### src/rtl/sseg_scan.sv
`default_nettype none
// ============================================================================
//  Module   : sseg_scan
//  Purpose  : Time-multiplexed scan controller for a bank of seven-segment
//             digits sharing one sseg decoder. Holds a double-buffered
//             3-bit value per digit, steps a one-hot digit enable with a
//             blanking gap at the start of every slot, and applies host
//             updates only at frame boundaries.
//  Ports    : clk, rst          - clock, synchronous active-high reset
//             en                - scan enable (0 = blank, hold at digit 0)
//             wr_en/wr_addr/wr_data - shadow bank write port
//             commit            - request shadow->active copy at next frame
//             commit_pend       - commit requested, not yet applied
//             frame             - pulse in the last cycle of each frame
//             bin               - value of the current digit (to sseg.bin)
//             dig               - one-hot digit enable, zero while blanked
//             blank             - high when dig is all zero
//  Revision : 1.0 - initial release
// ============================================================================
module sseg_scan #(
    parameter int AW    = 2,
    parameter int DIV   = 1024,
    parameter int BLANK = 16
) (
    input  logic                 clk,
    input  logic                 rst,
    input  logic                 en,
    input  logic                 wr_en,
    input  logic [AW-1:0]        wr_addr,
    input  logic [2:0]           wr_data,
    input  logic                 commit,
    output logic                 commit_pend,
    output logic                 frame,
    output logic [2:0]           bin,
    output logic [(2**AW)-1:0]   dig,
    output logic                 blank
);

    localparam int              c_ndig     = 2**AW;
    localparam int              c_cw       = $clog2(DIV);
    localparam logic [c_cw-1:0] c_cnt_last = c_cw'(DIV - 1);
    localparam logic [c_cw-1:0] c_blank    = c_cw'(BLANK);
    localparam logic [AW-1:0]   c_idx_last = AW'(c_ndig - 1);

    logic [c_cw-1:0] r_cnt;
    logic [AW-1:0]   r_idx;
    logic [2:0]      r_shadow [c_ndig];
    logic [2:0]      r_active [c_ndig];
    logic            r_pend;

    logic w_last_cnt;
    logic w_boundary;
    logic w_copy;

    assign w_last_cnt = (r_cnt == c_cnt_last);
    assign w_boundary = w_last_cnt && (r_idx == c_idx_last);

    // While scanning, the copy waits for the frame boundary so a frame is
    // never mixed; while disabled nothing is shown, so it applies at once.
    assign w_copy = r_pend && (!en || w_boundary);

    always_ff @(posedge clk) begin
        if (rst) begin
            r_cnt  <= '0;
            r_idx  <= '0;
            r_pend <= 1'b0;
            for (int i = 0; i < c_ndig; i++) begin
                r_shadow[i] <= '0;
                r_active[i] <= '0;
            end
        end else begin
            if (!en) begin
                r_cnt <= '0;
                r_idx <= '0;
            end else if (w_last_cnt) begin
                r_cnt <= '0;
                r_idx <= r_idx + AW'(1);   // wraps naturally, NDIG = 2**AW
            end else begin
                r_cnt <= r_cnt + c_cw'(1);
            end

            // The copy reads shadow before this cycle's write lands, so a
            // write in the copy cycle waits for the next commit.
            for (int i = 0; i < c_ndig; i++) begin
                if (w_copy) begin
                    r_active[i] <= r_shadow[i];
                end
            end

            if (wr_en) begin
                r_shadow[wr_addr] <= wr_data;
            end

            // A commit in the copy cycle re-arms the request.
            r_pend <= commit | (r_pend & ~w_copy);
        end
    end

    // Outputs decode from registers only. IDLE holds cnt at 0, which is
    // inside the gap, so IDLE and GAP share the same blanked decode.
    always_comb begin
        dig = '0;
        if (r_cnt >= c_blank) begin
            dig[r_idx] = 1'b1;
        end
    end

    assign blank       = (r_cnt < c_blank);
    assign bin         = r_active[r_idx];
    assign frame       = w_boundary;
    assign commit_pend = r_pend;

endmodule
`default_nettype wire

### config.mk
export PLATFORM = sky130hd
export DESIGN_NAME = sseg_scan
export DESIGN_NICKNAME = d
export VERILOG_FILES = /design/src/rtl/sseg_scan.sv
export SDC_FILE = /design/constraint.sdc
export NUM_CORES = 1
export LEC_CHECK = 0
export CAP_MARGIN = 20
export CORE_UTILIZATION = 58
export CTS_BUF_LIST = sky130_fd_sc_hd__clkbuf_4 sky130_fd_sc_hd__clkbuf_8
export CTS_CLUSTER_DIAMETER = 50
export DETAILED_ROUTE_END_ITERATION = 7
export PLACE_DENSITY = 0.82
export REMOVE_ABC_BUFFERS = 1
export SKIP_LAST_GASP = 1
export SLEW_MARGIN = 0
export SYNTH_ARGS = -nofsm -noshare
export SYNTH_HDL_FRONTEND = slang
export SYNTH_SLANG_ARGS = --single-unit
### constraint.sdc
create_clock -name clk -period 2.2 [get_ports clk]
set_input_delay 0.44 -clock clk [delete_from_list [all_inputs] [get_ports clk]]
set_output_delay 0.44 -clock clk [all_outputs]
set_load 0.05 [all_outputs]
==> Word-level counts from Yosys, hierarchy flattened <==
Memories as Yosys holds them, arrays and structs flattened. A register that Yosys moved wholly into a read port is not among the register bits.
Index checks and enable logic that the tools add are counted.
{ "word_totals": {"n_memories": 2, "inputBits": 10, "ff_bits": 13, "out_inout_bits": 10, "wordCells": 49, "ramBits": 24} }
{ "mem_list": {"columns": ["memory", "depth", "width", "read_ports", "rd_clocked_by_memory_dff", "write_ports", "line_no", "source"], "rows": [
  ["r_active", 4, 3, 1, 1, 4, "48", "logic [2:0] r_active [c_ndig];"],
  ["r_shadow", 4, 3, 4, 0, 4, "47", "logic [2:0] r_shadow [c_ndig];"]
]} }
{ "op_classes": {"magnitude_cmp": 4, "bitwise": 8, "n_reduce_logical": 8, "muxes": 20, "addsub": 2, "n_eq_ne": 2} }
{ "op_table": {"columns": ["operator", "n"], "rows": [
  ["$mux 3", 5],
  ["$add 10x1->10 const B", 1],
  ["$eq 10x10->1 const B", 1],
  ["$ge 10x5->1 const B", 1],
  ["$lt 10x5->1 const B", 1],
  ["$mux 1", 10],
  ["$mux 2", 3],
  ["$reduce_or 3->1", 2],
  ["$or 1x1->1", 5],
  ["$mux 4", 1],
  ["$logic_and 1x1->1", 3],
  ["$lt 2x3->1 const B", 1],
  ["$add 2x1->2 const B", 1],
  ["$demux 1 s2", 1],
  ["$eq 2x2->1 const B", 1],
  ["$ge 2x1->1 const B", 1],
  ["$not 1->1", 2],
  ["$reduce_or 2->1", 1],
  ["$and 1x1->1", 1],
  ["$logic_not 1->1", 1],
  ["$logic_or 1x1->1", 1]
]} }

==> Longest topological paths before layout <==
{ "depth": {"depth_word": 8, "depth_mapped": 5, "mapped_depth_nobuf": 4} }

==> Worst setup path after synthesis <==
No wires, ideal clock.
{ "synth_path": {"path_type": "reg-to-reg", "startpoint": "register r_cnt[0]", "endpoint": "memory r_active[0][0] (enable)", "n_path_buf": 1, "setup_time_ns": 0.353, "arrival_time_ns": 2.076, "stages_incl_launch_ff": 6, "synth_period_minus_slack_ns": 2.429, "t_required_ns": 1.847, "slack_ns": -0.229, "path_cell_list": "dfxtp_1 ha_1 nand4_1 buf_2 nor4_4 o22a_1"} }
{ "synth_lines": {"columns": ["item", "line_no", "source"], "rows": [
  ["start: declaration", "45", "logic [c_cw-1:0] r_cnt;"],
  ["start signal: assignment", "79", "r_cnt <= r_cnt + c_cw'(1);"],
  ["end: declaration", "48", null]
]} }

==> Worst setup path in the final report <==
{ "layout_path": {"startpoint": "register r_cnt[7]", "endpoint": "output dig[0]"} }
{ "layout_between": {"elab_chain_cells": 2} }
{ "layout_rtl": {"columns": ["item", "line_no", "source"], "rows": [
  ["$ge 10x5->1", "103", "if (r_cnt >= c_blank) begin"],
  ["$mux 4", "103", null],
  ["end: declaration", "35", "output logic [(2**AW)-1:0] dig,"]
]} }
Every way passes these cells.

==> impl_metrics.py <==
metrics = {
    "logic_synthesis": {
        "yosys.area.top_type_share_pct": 39.29,
        "async_reset_ff_share_pct": 0,
        "synth_top_cell_by_area": "edfxtp_1",
        "syn_inst": 167,
        "yosysWarnings": 0,
        "netlist_area_um2": 1834,
        "ys.flop_type": "edfxtp_1",
        "synth_cell_types": 40,
        "synth-seq-cells": 39,
        "synthTopCellsByArea": "edfxtp_1, dfxtp_1, and2_1",
        "syn_avg_cell_area_um2": 10.98,
        "yosysMostFrequentCell": "edfxtp_1",
        "ys_seq_area_share_pct": 55.66,
        "synth_edf_count": 24,
        "synthTopCellsByCount": "edfxtp_1, nor2_1, nand2_1",
    },
    "timing": {
        "skew_ns": 0.01261,
        "timing.fmax_mhz": 471.4,
        "setup_viol": 0,
        "rsz0062_at_grt": "false",
        "max_slew_margin_pct": 57.24,
        "fin_crit_ns": 2.121,
        "hold_viol_final": 0,
        "report.final.slew_viol_count": 0,
        "tightestPinTransition_ns": 0.6401,
        "fin_ws_ns": 0.07860,
        "period_share_pct": 96.43,
    },
    "hold_path": {
        "min_to": "r_cnt[0]",
        "hold_path_class": "reg -> reg",
        "min-delay-start": "r_cnt[0]",
        "whs_path_depth": 1,
    },
    "die": {
        "core_um2": 3028,
        "start_util_pct": 60.58,
        "dieHeight_um": 58.24,
        "io-pin-count": 20,
        "rows": 20,
        "floorplan.die_area_um2": 3391,
        "fp.dieW_um": 58.24,
    },
    "final_layout": {
        "area_growth_pct": 20.40,
        "utilization_pct": 72.93,
        "multiInputGateArea_um2": 757.0,
        "regArea_um2": 1023,
        "fill_cells": 220,
        "drive_gt1_share_pct": 20.10,
        "nets": 209,
        "antenna_cells_inserted": 0,
    },
    "routing": {
        "drt-total-wl_um": 3114,
        "postRouteAntennaNets": 0,
        "drc_errors": 0,
        "dr.first_iter.drc_count": 49,
        "viasPerCell": 5.437,
        "via_count": 1294,
        "wl_per_cell_um": 13.08,
        "drtPass1Iterations": 4,
    },
    "critical_path": {
        "arrival_ns": 1.68,
        "r2r_slack_ns": 0.28,
        "regToRegStartpoint": "r_cnt[7]",
        "crit_type": "reg -> out",
        "cp.required_ns": 1.76,
        "crit_path_max_fanout": 7,
        "start_kind": "register",
        "ff2ff_path_depth": 5,
        "r2r_end": "r_active[0][1]",
        "cp-end-kind": "primary output",
    },
    "global_route": {
        "antenna_found_initial": 0,
        "grt-ovfl-total": 0,
        "grt_max_degree": 14,
        "grt_pass1_vias": 1258,
        "grt_use_total_pct": 21.76,
        "grt_pass1_wl_um": 5382,
    },
    "clock_tree": {
        "insertion_delay_ns": 0.35,
        "cts_buffers": 5,
        "cts_tree": "built",
        "clockBufferDepth": 2,
        "clkSinkCount": 39,
        "cts_max_level": 2,
        "clockRootBuffer": "clkbuf_4",
        "clk_pin_slew_ns": 0.12,
    },
    "pwr": {
        "p_leak_nw": 0.7926,
        "p_comb_share_pct": 7.0,
        "seq_power_share_pct": 54.3,
        "p_int_w": 0.001211,
        "p_switching_w": 0.0003078,
        "vdd_drop_max_v": 0.0003952,
        "pwr-share-clk_pct": 38.7,
        "switching_share_pct": 20.27,
        "power.density_nw_per_um2": 687.7,
        "power_w": 0.001519,
    },
    "placement": {
        "gp_congestion": 0.7608,
        "pre_cts_ws_ns": 0.2122,
        "io_buffers": 19,
        "hpwl_um": 2271,
    },
    "run_status": {
        "status": "complete, no violations",
    },
    "run": {
        "cap_violations": 0,
    },
}
-- critical path: stages, from the launching register on --
cell and delay [ns]:
dfxtp_1 0.41, nor4_2 0.40, nand2_1 0.15, and2_1 0.18, buf_4 0.18
-- cells in the final DEF (no fill, tap or decap), drive strengths merged, types with 2 or more instances in the layout --
cell type	Yosys	routed
or4	2	2
nor2b	3	3
nor3b	2	2
bufinv	0	2
buf	2	14
nor4	2	2
or2	3	3
mux4	3	3
o21ai	3	3
nor2	18	18
or3	3	3
a21oi	7	7
dfxtp	15	15
and2	16	16
inv	10	10
clkdlybuf4s50	0	10
nand2b	2	2
ha	6	6
clkbuf	3	5
nand4	5	5
o31ai	3	3
nand2	18	18
a31oi	2	2
edfxtp	24	24
nand3	3	3
xnor2	2	2
-- how the worst max path moves through the flow --
stage | from | endpoint | slack, ns
after global routing | r_cnt[7] | dig[0] | 0.004
final | r_cnt[7] | dig[0] | 0.08
after detailed placement | rst | r_active[2][1] | 0.21
after global placement | rst | r_active[0][2] | 0.29
after floorplan | r_cnt[0] | r_active[0][0] | -0.35
after CTS | r_cnt[5] | frame | 0.06
-- kinds of logic after synthesis --
group	after synthesis	share of synthesized area, %
xor+xnor	3	1.433
mux	3	3.683
fa+ha+maj	6	4.093
flops	39	55.66
buf+inv	15	3.547
simple gates	80	23.87
compound gates	21	7.708
-- registers in the layout, indices dropped and copies added, names as in the netlist, named ones only --
register and flops:
r_active 12, r_shadow 12, r_idx 2, r_cnt 10, commit_pend 1
-- repair_timing --
item,4_1_cts,5_1_grt
gates resized for setup,1,3
hold buffers,0,0
setup endpoints to repair,4,1
pin swaps,1,1
buffers inserted,0,1
-- layout make-up --
cell class	instances	share of cell area, %
Clock inverter	3	3.059
Sequential cell	39	46.35
Clock buffer	5	1.700
Tap cell	44	2.493
Timing Repair Buffer	24	10.42
Multi-Input combinational cell	113	34.28
Inverter	10	1.700
-- per-stage QoR --
step           cell area [µm²]  cells  hold slack, ns  TNS [ns]
2_1_floorplan             1807    162          0.4418    -4.260
3_3_place_gp              2085    229          0.4593         0
3_5_place_dp              2085    229          0.4733         0
4_1_cts                   2196    237          0.5000         0
5_1_grt                   2208    238          0.4863         0
6_report                  2208    238          0.4610         0
-- power by group through the flow --
stage	logic, W	clock network [W]	registers [W]
after global placement	0.000103	0	0.000840
after floorplan	0.0000575	0	0.000840
after CTS	0.000106	0.000599	0.000824
after global routing	0.000115	0.000624	0.000829
after detailed placement	0.000106	0	0.000841
final	0.000106	0.000588	0.000825
-- routing by layer --
metal	share of wire, %	track usage [%]
met5	0	0
met2	51	34.81
met3	4.9	7.589
met1	43	25.74
met4	0.83	11.90
No activity file was read; power rests on OpenSTA's default activity.
